===== src/rtl/sqrt_arbiter.sv =====
// rtl/sqrt_arbiter.sv - round-robin arbiter sharing one restoring sqrt core
module sqrt_arbiter #(
    parameter int NREQ    = 4,
    parameter int IDW     = 2,
    parameter int TIMEOUT = 31
) (
    input  logic              clk,
    input  logic              reset,
    input  logic [NREQ-1:0]   req_valid,
    input  logic [32*NREQ-1:0] req_d,
    output logic [NREQ-1:0]   req_ready,
    output logic [31:0]       core_d,
    output logic              core_load,
    input  logic              core_busy,
    input  logic              core_ready,
    input  logic [15:0]       core_q,
    input  logic [16:0]       core_r,
    output logic              rsp_valid,
    input  logic              rsp_ready,
    output logic [IDW-1:0]    rsp_id,
    output logic [15:0]       rsp_q,
    output logic [16:0]       rsp_r,
    output logic              rsp_err,
    output logic              active
);

    localparam int WDW = $clog2(TIMEOUT + 1);

    typedef enum logic [1:0] {
        S_IDLE = 2'd0,
        S_LOAD = 2'd1,
        S_WAIT = 2'd2,
        S_RESP = 2'd3
    } state_t;

    state_t           state_q, state_d;
    logic [IDW-1:0]   last_grant_q, last_grant_d;
    logic [IDW-1:0]   cur_id_q, cur_id_d;
    logic [31:0]      core_d_q, core_d_d;
    logic [WDW-1:0]   wdog_q, wdog_d;
    logic [IDW-1:0]   rsp_id_q, rsp_id_d;
    logic [15:0]      rsp_q_q, rsp_q_d;
    logic [16:0]      rsp_r_q, rsp_r_d;
    logic             rsp_err_q, rsp_err_d;

    logic             grant_found;
    logic [IDW-1:0]   grant_idx;
    logic [NREQ-1:0]  grant_vec;
    logic [31:0]      grant_data;
    logic             core_done;
    logic             wdog_expired;

    assign core_done    = core_ready && !core_busy;
    assign wdog_expired = (wdog_q == WDW'(TIMEOUT));

    // Round-robin search: first pass above the last winner, second pass wraps to the bottom
    always_comb begin
        grant_found = 1'b0;
        grant_idx   = '0;
        grant_vec   = '0;
        grant_data  = '0;
        for (int i = 0; i < NREQ; i++) begin
            if (!grant_found && req_valid[i] && (i > int'(last_grant_q))) begin
                grant_found  = 1'b1;
                grant_idx    = IDW'(i);
                grant_vec[i] = 1'b1;
                grant_data   = req_d[32*i +: 32];
            end
        end
        for (int i = 0; i < NREQ; i++) begin
            if (!grant_found && req_valid[i] && (i <= int'(last_grant_q))) begin
                grant_found  = 1'b1;
                grant_idx    = IDW'(i);
                grant_vec[i] = 1'b1;
                grant_data   = req_d[32*i +: 32];
            end
        end
    end

    // State register
    always_ff @(posedge clk) begin
        if (!reset) begin
            state_q <= S_IDLE;
        end else begin
            state_q <= state_d;
        end
    end

    // Next-state: one grant per IDLE visit, completion beats watchdog in WAIT
    always_comb begin
        state_d = state_q;
        case (state_q)
            S_IDLE: if (grant_found) state_d = S_LOAD;
            S_LOAD: state_d = S_WAIT;
            S_WAIT: if (core_done || wdog_expired) state_d = S_RESP;
            S_RESP: if (rsp_ready) state_d = S_IDLE;
            default: state_d = S_IDLE;
        endcase
    end

    // FSM outputs; req_ready is suppressed while reset is asserted
    always_comb begin
        req_ready = '0;
        core_load = 1'b0;
        rsp_valid = 1'b0;
        active    = (state_q != S_IDLE);
        case (state_q)
            S_IDLE: if (reset) req_ready = grant_vec;
            S_LOAD: core_load = 1'b1;
            S_RESP: rsp_valid = 1'b1;
            default: ;
        endcase
    end

    // Datapath next-state: capture radicand on grant, result or timeout in WAIT
    always_comb begin
        last_grant_d = last_grant_q;
        cur_id_d     = cur_id_q;
        core_d_d     = core_d_q;
        wdog_d       = wdog_q;
        rsp_id_d     = rsp_id_q;
        rsp_q_d      = rsp_q_q;
        rsp_r_d      = rsp_r_q;
        rsp_err_d    = rsp_err_q;
        case (state_q)
            S_IDLE: begin
                if (grant_found) begin
                    core_d_d     = grant_data;
                    cur_id_d     = grant_idx;
                    last_grant_d = grant_idx;
                end
            end
            S_LOAD: wdog_d = '0;
            S_WAIT: begin
                if (!wdog_expired) wdog_d = wdog_q + 1'b1;
                if (core_done) begin
                    rsp_q_d   = core_q;
                    rsp_r_d   = core_r;
                    rsp_id_d  = cur_id_q;
                    rsp_err_d = 1'b0;
                end else if (wdog_expired) begin
                    rsp_q_d   = '0;
                    rsp_r_d   = '0;
                    rsp_id_d  = cur_id_q;
                    rsp_err_d = 1'b1;
                end
            end
            default: ;
        endcase
    end

    // Datapath registers; last_grant resets to the top index so requester 0 wins first
    always_ff @(posedge clk) begin
        if (!reset) begin
            last_grant_q <= IDW'(NREQ - 1);
            cur_id_q     <= '0;
            core_d_q     <= '0;
            wdog_q       <= '0;
            rsp_id_q     <= '0;
            rsp_q_q      <= '0;
            rsp_r_q      <= '0;
            rsp_err_q    <= 1'b0;
        end else begin
            last_grant_q <= last_grant_d;
            cur_id_q     <= cur_id_d;
            core_d_q     <= core_d_d;
            wdog_q       <= wdog_d;
            rsp_id_q     <= rsp_id_d;
            rsp_q_q      <= rsp_q_d;
            rsp_r_q      <= rsp_r_d;
            rsp_err_q    <= rsp_err_d;
        end
    end

    assign core_d  = core_d_q;
    assign rsp_id  = rsp_id_q;
    assign rsp_q   = rsp_q_q;
    assign rsp_r   = rsp_r_q;
    assign rsp_err = rsp_err_q;

endmodule

===== config.mk =====
export PLATFORM = sky130hd
export DESIGN_NAME = sqrt_arbiter
export DESIGN_NICKNAME = d
export VERILOG_FILES = /design/src/rtl/sqrt_arbiter.sv
export SDC_FILE = /design/constraint.sdc
export NUM_CORES = 1
export LEC_CHECK = 0
export ABC_AREA = 1
export CORE_MARGIN = 2
export CORE_UTILIZATION = 35
export CTS_CLUSTER_DIAMETER = 40
export DETAILED_ROUTE_END_ITERATION = 8
export GPL_TIMING_DRIVEN = 0
export PLACE_DENSITY = 0.81
export SLEW_MARGIN = 20
export SYNTH_ARGS = -nofsm -noshare
export SYNTH_HDL_FRONTEND = slang
export SYNTH_SLANG_ARGS = --single-unit

===== constraint.sdc =====
create_clock -name clk -period 1.85 [get_ports clk]
set_input_delay 0.37 -clock clk [delete_from_list [all_inputs] [get_ports clk]]
set_output_delay 0.37 -clock clk [all_outputs]
set_load 0.005 [all_outputs]

==> reports/metrics.yaml <==
clocking:
  clock_sinks: 79
  cts_max_level: 3
  clockBufferDepth: 2
  cts_hold_buf: 0
  tritoncts: "built"
  root_buffer: "clkbuf_16"
  clkLatencyLatePin_ns: 0.34
  clkTransAtPathRegs_ns: 0.07
  numCtsBuffers: 9
logic_synthesis:
  synth_xor_area_frac: 0
  ys_types: 25
  synthAdderAreaFrac: 0.01434
  syn_inst: 920
  ys_seq_area_frac: 0.3022
  synth_top_family_by_area: "simple AND/OR/NAND/NOR gates"
  synth_nets: 1096
  synth_compound_area_frac: 0.08128
  ys_ff_latch: 79
  syn_area_per_cell_sq_um: 5.689
  synth-simple-area-share: 0.4628
  synth.area.mux_share: 0
  synth_area_sq_um: 5234
  synth-warning-count: 0
timing:
  drv_slew: 0
  finalClockSkew_ns: 0.008389
  worst_pin_slew_ns: 0.5488
  worst_slack_ns: -0.1907
  setup_viol: 26
  rsz0062_at_grt: "yes"
  post-route-period-util: 1.103
  setup-tns-final_ns: -2.768
  fmax_mhz: 490.0
  finalCriticalPeriod_ns: 2.041
  hold_viol_final: 0
  relSlewSlack: 0.6342
floorplanning:
  initial_core_util: 0.3587
  core-area_sq_um: 14590
  dieWidth_um: 126.3
  die_area_sq_um: 15950
  fp-row-count: 44
  die_height_um: 126.3
  io_pins: 245
worst_setup_path:
  crit_path_end_kind: "output port"
  arrival_ns: 1.67
  start_kind: "flop"
  critical_path.max_fanout: 3
  crit_required_ns: 1.48
  setup.worst_path.class: "reg -> out"
power_and_ir_drop:
  power_frac_seq: 0.242
  clkPwrFrac: 0.197
  powerDensity_nw_per_um2: 1126
  p_leak_nw: 4.021
  ir_drop_v: 0.0006627
  p_int_mw: 6.067
  switching_share: 0.3936
  power_frac_comb: 0.561
  p_switching_mw: 3.938
cells_and_area:
  fill_cells: 1308
  drive_above_1_share: 0.1328
  utilization: 0.6089
  final_cell_area_sq_um: 8884
  synthToLayoutAreaGrowth_pct: 69.73
  layout_common_cells: "nand2_1, clkdlybuf4s50_1, nor2_1, inv_1, dfxtp_1"
  nets: 1376
  n_antenna_cell: 0
  multi_input_area_sq_um: 3207
  layout_commonest_cell: "nand2_1"
  fin_cells: 1389
  seqCellArea_sq_um: 1584
grt:
  grt.overflow.total: 0
  grt_pass1_vias: 6583
  grt_pass1_wl_um: 31640
  antenna_found_initial: 0
  track_usage: 0.2461
  grt_max_degree: 18
placement:
  gp_congestion: 0.8415
  place_inst: 1346
  placed_cell_area_sq_um: 7886
  hpwl_um: 14740
  port_buffers: 242
  pre_cts_slack_ns: -0.9781
detailed_routing:
  wirelength_um: 20910
  detail_route.wl_per_cell_um: 15.06
  drc: 0
  vias: 6817
  ant_nets: 0
  avgViaCountPerCell: 4.908
  drt_iter0_markers: 406
  drt_pass1_iterations: 5
hold_path:
  hp-class: "reg -> reg"
flow_run:
  drv_cap: 0
status:
  outcome: "complete, but fails checks"
  violations: "setup timing"
kinds of logic after synthesis:
| family | count (synthesis) |
|---|---|
| adders and majority gates | 6 |
| DFF | 79 |
| buffers and inverters | 174 |
| and+or+nand+nor | 577 |
| AOI/OAI and AO/OA | 84 |
power groups by stage:
stage / logic [mW] / registers [mW] / clock network, mW
after detailed placement: 4.69 / 2.44 / 0
after floorplan: 2.68 / 2.43 / 0
after CTS: 4.92 / 2.42 / 2.00
after global placement: 4.63 / 2.43 / 0
final: 5.62 / 2.42 / 1.97
after global routing: 6.23 / 2.47 / 2.06
sequential cells by signal, summed over array words and instances, names as in the netlist:
| signal | count |
|---|---|
| cur_id_q | 2 |
| rsp_id | 2 |
| rsp_q | 16 |
| rsp_err | 1 |
| state_q | 2 |
| rsp_r | 17 |
| core_d | 32 |
| wdog_q | 5 |
| last_grant_q | 2 |
Yosys cell counts:
cell type | count | area [sq um]
dfxtp_1 | 79 | 1582
nand3_2 | 2 | 20.02
nand3_1 | 71 | 355.3
nor3_1 | 2 | 10.01
nand4_2 | 2 | 25.02
nor4_1 | 1 | 6.260
o31ai_1 | 1 | 7.510
buf_2 | 25 | 125.1
a21oi_1 | 75 | 375.4
nand4_1 | 33 | 206.5
nand4_4 | 1 | 21.27
inv_2 | 3 | 11.26
nor2_1 | 208 | 780.8
buf_6 | 6 | 67.56
o21ai_0 | 7 | 35.03
ha_1 | 6 | 75.07
a211oi_1 | 1 | 7.510
buf_1 | 1 | 3.750
nand2_1 | 248 | 930.9
nand2_2 | 5 | 31.28
clkbuf_1 | 22 | 82.58
inv_1 | 116 | 435.4
nor2_2 | 2 | 12.51
nor2_4 | 2 | 22.52
clkinv_1 | 1 | 3.750
worst max-delay path, cell delays in order, from the launching register on:
cell	delay (ns)
dfxtp_2	0.35
nor2_2	0.05
nand2_2	0.09
buf_6	0.12
nand4_4	0.10
buf_6	0.15
nor2_4	0.12
nand2_4	0.09
a21oi_2	0.11
buf_2	0.12
cell type report:
class	instances	share of cell area
Clock inverter	6	0.01042
Inverter	120	0.05099
Sequential cell	79	0.1783
Multi-Input combinational cell	667	0.3610
Clock buffer	10	0.02577
Timing Repair Buffer	273	0.3100
Buffer	50	0.03761
Tap cell	184	0.02592
routing by layer:
layer	global-route usage	share of wire	vias to the layer above
met5	0	0	-
met4	0.1041	0.029	0
met3	0.07052	0.10	46
met2	0.4383	0.48	317
met1	0.2733	0.39	3045
li1	-	-	3409
stage by stage:
| stage | total power [mW] | hold WS, ns |
|---|---|---|
| global route | 10.75 | 0.4798 |
| CTS | 9.339 | 0.4607 |
| finish | 10.01 | 0.4587 |
| detailed placement | 7.136 | 0.4524 |
| global placement | 7.057 | 0.4469 |
| floorplan | 5.113 | 0.4438 |
final timing paths:
kind                   startpoint      endpoint  slack (ns)  depth (start not counted)
setup / recovery  last_grant_q[0]  req_ready[2]       -0.19                          9
hold reg to reg         rsp_r[15]     rsp_r[15]        0.46                          2
hold / removal          rsp_r[15]     rsp_r[15]        0.46                          2
setup reg to reg  last_grant_q[0]     core_d[8]       -0.17                         14
timing repair:
item	CTS	global route
buffers inserted	16	11
gates cloned	0	4
resized for setup	59	96
pin swaps	6	41
endpoints found under the setup margin	44	75
Note: power is estimated with default switching activity, not from simulation.
